**config.mk**
```make
export PLATFORM = sky130hd
export DESIGN_NAME = ram_sp_initclr
export DESIGN_NICKNAME = d
export VERILOG_FILES = /design/src/rtl/ram_sp_initclr.sv
export SDC_FILE = /design/constraint.sdc
export NUM_CORES = 2
export LEC_CHECK = 0
export ABC_CLOCK_PERIOD_IN_PS = 13400
export CORE_MARGIN = 5
export CORE_UTILIZATION = 40
export DETAILED_ROUTE_END_ITERATION = 8
export SLEW_MARGIN = 20
export SYNTH_ARGS = -nofsm -noshare
export SYNTH_HDL_FRONTEND = slang
export SYNTH_SLANG_ARGS = --single-unit
```
**constraint.sdc**
```tcl
create_clock -name clk -period 13.4 [get_ports clk]
set_input_delay 2.68 -clock clk [delete_from_list [all_inputs] [get_ports clk]]
set_output_delay 2.68 -clock clk [all_outputs]
set_load 0.01 [all_outputs]
```
**src/rtl/ram_sp_initclr.sv**
```systemverilog
// rtl/ram_sp_initclr.sv - single-port RAM with valid/ready requests, registered read response and hardware clear FSM
// Optional per-word even parity with error reporting is enabled by defining RAM_PARITY_EN.
module ram_sp_initclr #(
    parameter int DATA_W = 8,
    parameter int ADDR_W = 8,
    parameter int DEPTH  = 256
) (
    input  logic              clk,
    input  logic              rst,
    input  logic              clr_req,
    output logic              init_busy,
    input  logic              req_valid,
    output logic              req_ready,
    input  logic              req_we,
    input  logic [ADDR_W-1:0] req_addr,
    input  logic [DATA_W-1:0] req_wdata,
    output logic              rsp_valid,
    output logic [DATA_W-1:0] rsp_rdata,
    output logic              rsp_err
`ifdef RAM_PARITY_EN
    ,
    output logic              rsp_perr,
    input  logic              perr_inject
`endif
);

`ifdef RAM_PARITY_EN
    localparam int PAR_W = 1;
`else
    localparam int PAR_W = 0;
`endif
    localparam int MEM_W = DATA_W + PAR_W;
    localparam int IDX_W = (DEPTH > 1) ? $clog2(DEPTH) : 1;
    localparam logic [ADDR_W:0] DEPTH_V = (ADDR_W + 1)'(DEPTH);
    localparam logic [ADDR_W:0] LAST_V  = (ADDR_W + 1)'(DEPTH - 1);
    localparam logic [ADDR_W:0] CNT_ONE = {{ADDR_W{1'b0}}, 1'b1};

    typedef enum logic {
        ST_CLEAR = 1'b0,
        ST_RUN   = 1'b1
    } state_t;

    state_t            state_q, state_d;
    logic [ADDR_W:0]   clr_cnt_q, clr_cnt_d;
    logic              rsp_valid_q, rsp_valid_d;
    logic [DATA_W-1:0] rsp_rdata_q, rsp_rdata_d;
    logic              rsp_err_q, rsp_err_d;
`ifdef RAM_PARITY_EN
    logic              rsp_perr_q, rsp_perr_d;
`endif

    logic [MEM_W-1:0]  mem [DEPTH];
    logic              mem_we;
    logic [IDX_W-1:0]  mem_widx;
    logic [MEM_W-1:0]  mem_wword;

    logic              accept;
    logic              addr_ok;
    logic [IDX_W-1:0]  req_idx;
    logic [MEM_W-1:0]  rd_word;

    // Range check is done one bit wider so DEPTH == 2**ADDR_W still compares correctly.
    assign addr_ok   = ({1'b0, req_addr} < DEPTH_V);
    assign req_idx   = req_addr[IDX_W-1:0];
    assign rd_word   = mem[req_idx];

    assign init_busy = (state_q == ST_CLEAR) || rst;
    assign req_ready = (state_q == ST_RUN) && !clr_req;
    assign accept    = req_valid && req_ready;

    assign rsp_valid = rsp_valid_q;
    assign rsp_rdata = rsp_rdata_q;
    assign rsp_err   = rsp_err_q;
`ifdef RAM_PARITY_EN
    assign rsp_perr  = rsp_perr_q;
`endif

    always_comb begin
        state_d     = state_q;
        clr_cnt_d   = clr_cnt_q;
        rsp_valid_d = 1'b0;
        rsp_rdata_d = rsp_rdata_q;
        rsp_err_d   = rsp_err_q;
`ifdef RAM_PARITY_EN
        rsp_perr_d  = rsp_perr_q;
`endif
        mem_we      = 1'b0;
        mem_widx    = req_idx;
        mem_wword   = '0;

        case (state_q)
            ST_CLEAR: begin
                // All-zero word also carries parity 0, which is consistent even parity.
                mem_we   = 1'b1;
                mem_widx = clr_cnt_q[IDX_W-1:0];
                if (clr_cnt_q == LAST_V) begin
                    state_d   = ST_RUN;
                    clr_cnt_d = '0;
                end else begin
                    clr_cnt_d = clr_cnt_q + CNT_ONE;
                end
            end
            ST_RUN: begin
                if (clr_req) begin
                    state_d   = ST_CLEAR;
                    clr_cnt_d = '0;
                end else if (accept) begin
                    if (req_we) begin
                        mem_we = addr_ok;
`ifdef RAM_PARITY_EN
                        mem_wword = {(^req_wdata) ^ perr_inject, req_wdata};
`else
                        mem_wword = req_wdata;
`endif
                    end else begin
                        rsp_valid_d = 1'b1;
                        if (addr_ok) begin
                            rsp_rdata_d = rd_word[DATA_W-1:0];
                            rsp_err_d   = 1'b0;
`ifdef RAM_PARITY_EN
                            rsp_perr_d  = rd_word[DATA_W] ^ (^rd_word[DATA_W-1:0]);
`endif
                        end else begin
                            rsp_rdata_d = '0;
                            rsp_err_d   = 1'b1;
`ifdef RAM_PARITY_EN
                            rsp_perr_d  = 1'b0;
`endif
                        end
                    end
                end
            end
            default: begin
                state_d   = ST_CLEAR;
                clr_cnt_d = '0;
            end
        endcase
    end

    always_ff @(posedge clk) begin
        if (rst) begin
            state_q     <= ST_CLEAR;
            clr_cnt_q   <= '0;
            rsp_valid_q <= 1'b0;
            rsp_rdata_q <= '0;
            rsp_err_q   <= 1'b0;
`ifdef RAM_PARITY_EN
            rsp_perr_q  <= 1'b0;
`endif
        end else begin
            state_q     <= state_d;
            clr_cnt_q   <= clr_cnt_d;
            rsp_valid_q <= rsp_valid_d;
            rsp_rdata_q <= rsp_rdata_d;
            rsp_err_q   <= rsp_err_d;
`ifdef RAM_PARITY_EN
            rsp_perr_q  <= rsp_perr_d;
`endif
        end
    end

    // Storage array has no reset; its contents are initialised only by the clear FSM.
    always_ff @(posedge clk) begin
        if (mem_we && !rst) begin
            mem[mem_widx] <= mem_wword;
        end
    end

endmodule

```
==> results_dict.tcl <==
set metrics [dict create \
    final-setup-viol-count 0 \
    via_count_of_the_first_global_routing_pass 39800 \
    placement_rows 165 \
    clockBufferDepth 3 \
    p_sw_mw 2.73 \
    fin_setup_tns_ns 0 \
    cts_tree "done" \
    cp_class "in2out" \
    dpl.hpwl_um 124000 \
    fin_worst_hold_slack_ns 0.514 \
    syn_nets 3929 \
    postCtsSetupRepairBufs 0 \
    synth_cell_type_count 60 \
    finalHoldViolations 0 \
    average_footprint_of_a_synthesized_cell_um2 20.7 \
    number_of_antenna_violations_at_the_first_check_in_global_routing 3 \
    critPathMaxStageDelay_ns 0.94 \
    worst-path-max-fanout 17 \
    static-leakage-power_nw 24.3 \
    grt_start_max_net_pins 221 \
    combinational_group_share_of_total_power 0.028 \
    num-nets-final 4016 \
    grt_setup_unrepaired "no" \
    synth_sequential_area_ratio 0.764 \
    critical_path.endpoint_type "output port" \
    achievable-frequency_mhz 142 \
    vias 39600 \
    critical_path.cell_chain "clkdlybuf4s50_1 > nand2b_1 > clkdlybuf4s50_1" \
    cts_buffer_count 208 \
    clockRootBuffer "clkbuf_16" \
    worst-endpoint-arrival_ns 4.37 \
    avgRoutedWirePerCell_um 30.0 \
    grt_remaining_overflow 0 \
    ctsResizeCount 0 \
    worst_ir_drop_vdd_mv 0.124 \
    flow.area_growth_from_synthesis_pct 11.5 \
    finalPower_mw 13.0 \
    grt_first_pass_wirelength_um 295000 \
    timing.critical_path.mode_cell "clkdlybuf4s50_1" \
    routed_wirelength_um 205000 \
    power.switching_fraction 0.210 \
    number_of_slew_limit_violations_in_the_final_report 0 \
    clkLatencyLatePin_ns 0.84 \
    die_h_um 460 \
    synth_edf_count 2048 \
    final_design_area_no_fill_um2 90300 \
    die_width_um 460 \
    power.density_cell_area_nw_per_um2 144 \
    synth-warning-count 0 \
    synth.cell_area_um2 81000 \
    cpLargestDelayFamily "buffers and inverters" \
    h-tree-depth 4 \
    pwr-share-clk 0.433 \
    port_buffers 31 \
    setup_crit_start_kind "input pin" \
    synth_async_sr_flop_share 0 \
    place.gp.congestion 0.817 \
    post_synth_inst_count 3907 \
    core-area_um2 202000 \
    cts-hold-fix-buffers 0 \
    floorplan.io_pins 33 \
    first_iter_violations 4634 \
    floorplan.die_area_um2 212000 \
    total_track_usage 0.192 \
    worst_ep_required_time_ns 10.72 \
    critical_path_buf_inv_count 2 \
    layout_min_cycle_time_ns 7.05 \
    postPlaceCellArea_um2 83700 \
    pwr-share-seq 0.539 \
    least_margin_pin_slew_ns 1.28 \
    worst_path_max_delay_cell "clkdlybuf4s50_1" \
    final_layout_size_suffix_gt1_frac 0.193 \
    final.setup_skew_ns 0.0421 \
    max_cap_viol_count 0 \
    run_status "finished clean" \
    cts_num_sinks 2067 \
    remaining_drc_errors 0 \
    yosys_register_bits 2067 \
    post_drt_via_cell_ratio 5.80 \
    ys_flop_type "edfxtp_1" \
    slew_headroom 0.144 \
    drt_pre_antenna_iters 5 \
    clkTransAtPathRegs_ns 0.05 \
    period_share 0.526 \
    ant_nets 0 \
    initial_utilization 0.401 \
    p_int_mw 10.3 \
    worst_hold_path_type "reg2reg" \
]
==> sequential cells by signal, indices dropped and copies added, names as in the netlist <==
register	count
state_q	1
clr_cnt_q	9
rsp_valid	1
mem	2048
rsp_rdata	8
==> layout make-up <==
type / instances / area [um^2]
diodes: 2 / 5.00
flip-flops and latches: 2067 / 61900
fillers: 17000 / 112000
well taps: 2672 / 3340
clock buffers: 245 / 5340
repair buffers: 109 / 988
multi-input cells: 1602 / 17500
clock inverters: 136 / 1240
inverters: 6 / 27.5
==> layout by cell type, fill, tap and decap left out, drive strengths merged, types with 13 or more instances in the layout <==
cell	count
inv	15
o221ai	41
a22oi	38
nor2	312
nor4	17
buf	82
clkinv	108
and2	14
a31oi	13
a211oi	20
bufinv	14
dfxtp	19
edfxtp	2048
o22ai	75
o21ai	53
clkbuf	245
nor3	37
clkdlybuf4s50	27
a21oi	38
nand3	43
mux2i	229
nand2	114
mux4	446
==> metal layers <==
metal / part of all wire / wire length (um) / global-route usage / up-vias
li1: - / - / - / 16400
met1: 0.42 / 85200 / 0.270 / 21300
met2: 0.48 / 99200 / 0.308 / 1592
met3: 0.072 / 14800 / 0.0363 / 306
met4: 0.029 / 5920 / 0.0556 / 0
met5: 0 / 0 / 0 / -
==> stage by stage <==
stage / setup slack [ns] / instances / utilization
detailed placement: 6.11 / 6456 / 0.415
global placement: 6.12 / 6456 / 0.415
finish: 6.35 / 6839 / 0.447
CTS: 6.34 / 6837 / 0.447
global route: 6.27 / 6837 / 0.447
floorplan: 5.81 / 3907 / -
==> logic make-up (layout without fill, tap and decap cells) <==
logic type / after synthesis / in the layout / share of synthesized area
flip-flops: 2067 / 2067 / 0.764
multiplexers: 676 / 676 / 0.155
AND/OR/NAND/NOR: 594 / 594 / 0.0318
AO/OA/AOI/OAI: 330 / 330 / 0.0279
buffers and inverters: 238 / 496 / 0.0214
adder cells (fa/ha/maj): 1 / 1 / 0.000154
other: 1 / 3 / 0.0000463
==> power groups by stage <==
stage | Clock (mW) | Sequential (mW) | Combinational (mW)
5_1_grt | 5.99 | 7.00 | 0.386
3_3_place_gp | 0 | 7.14 | 0.373
6_report | 5.62 | 7.00 | 0.370
4_1_cts | 5.70 | 7.00 | 0.373
3_5_place_dp | 0 | 7.14 | 0.372
2_1_floorplan | 0 | 7.14 | 0.264
==> synthesized netlist by cell type, types with 26 or more instances <==
master	instances	share of area
a21oi_1	38	0.0023
a22oi_1	38	0.0035
buf_2	45	0.0028
buf_6	26	0.0036
buf_8	26	0.0048
clkbuf_1	86	0.0040
edfxtp_1	2048	0.76
mux2i_1	229	0.028
mux4_1	48	0.016
mux4_2	398	0.11
nand2_1	114	0.0053
nand3_1	43	0.0027
nor2_1	312	0.014
nor3_1	37	0.0023
o21ai_0	53	0.0033
o221ai_1	41	0.0044
o22ai_1	75	0.0058
==> final timing paths <==
| path | slack, ns | startpoint | cells after the start | endpoint |
|---|---|---|---|---|
| worst max-delay path | 6.35 | rst | 3 | init_busy |
| worst min-delay path | 0.51 | clr_cnt_q[8] | 1 | clr_cnt_q[8] |
| worst max register to register | 8.89 | state_q | 9 | mem[213][1] |
| worst min register to register | 0.51 | clr_cnt_q[8] | 1 | clr_cnt_q[8] |
==> worst register-to-register path, stage by stage (launching register included) <==
cell and delay [ns]:
dfxtp_1 0.31, buf_4 0.34, nand2b_1 0.26, inv_1 0.19, and3_1 0.48, a21oi_1 0.16, nor3_1 0.54, nand2_1 0.62
buf_4 0.41, nor2_1 0.79
(Power assumes the default switching activity.)
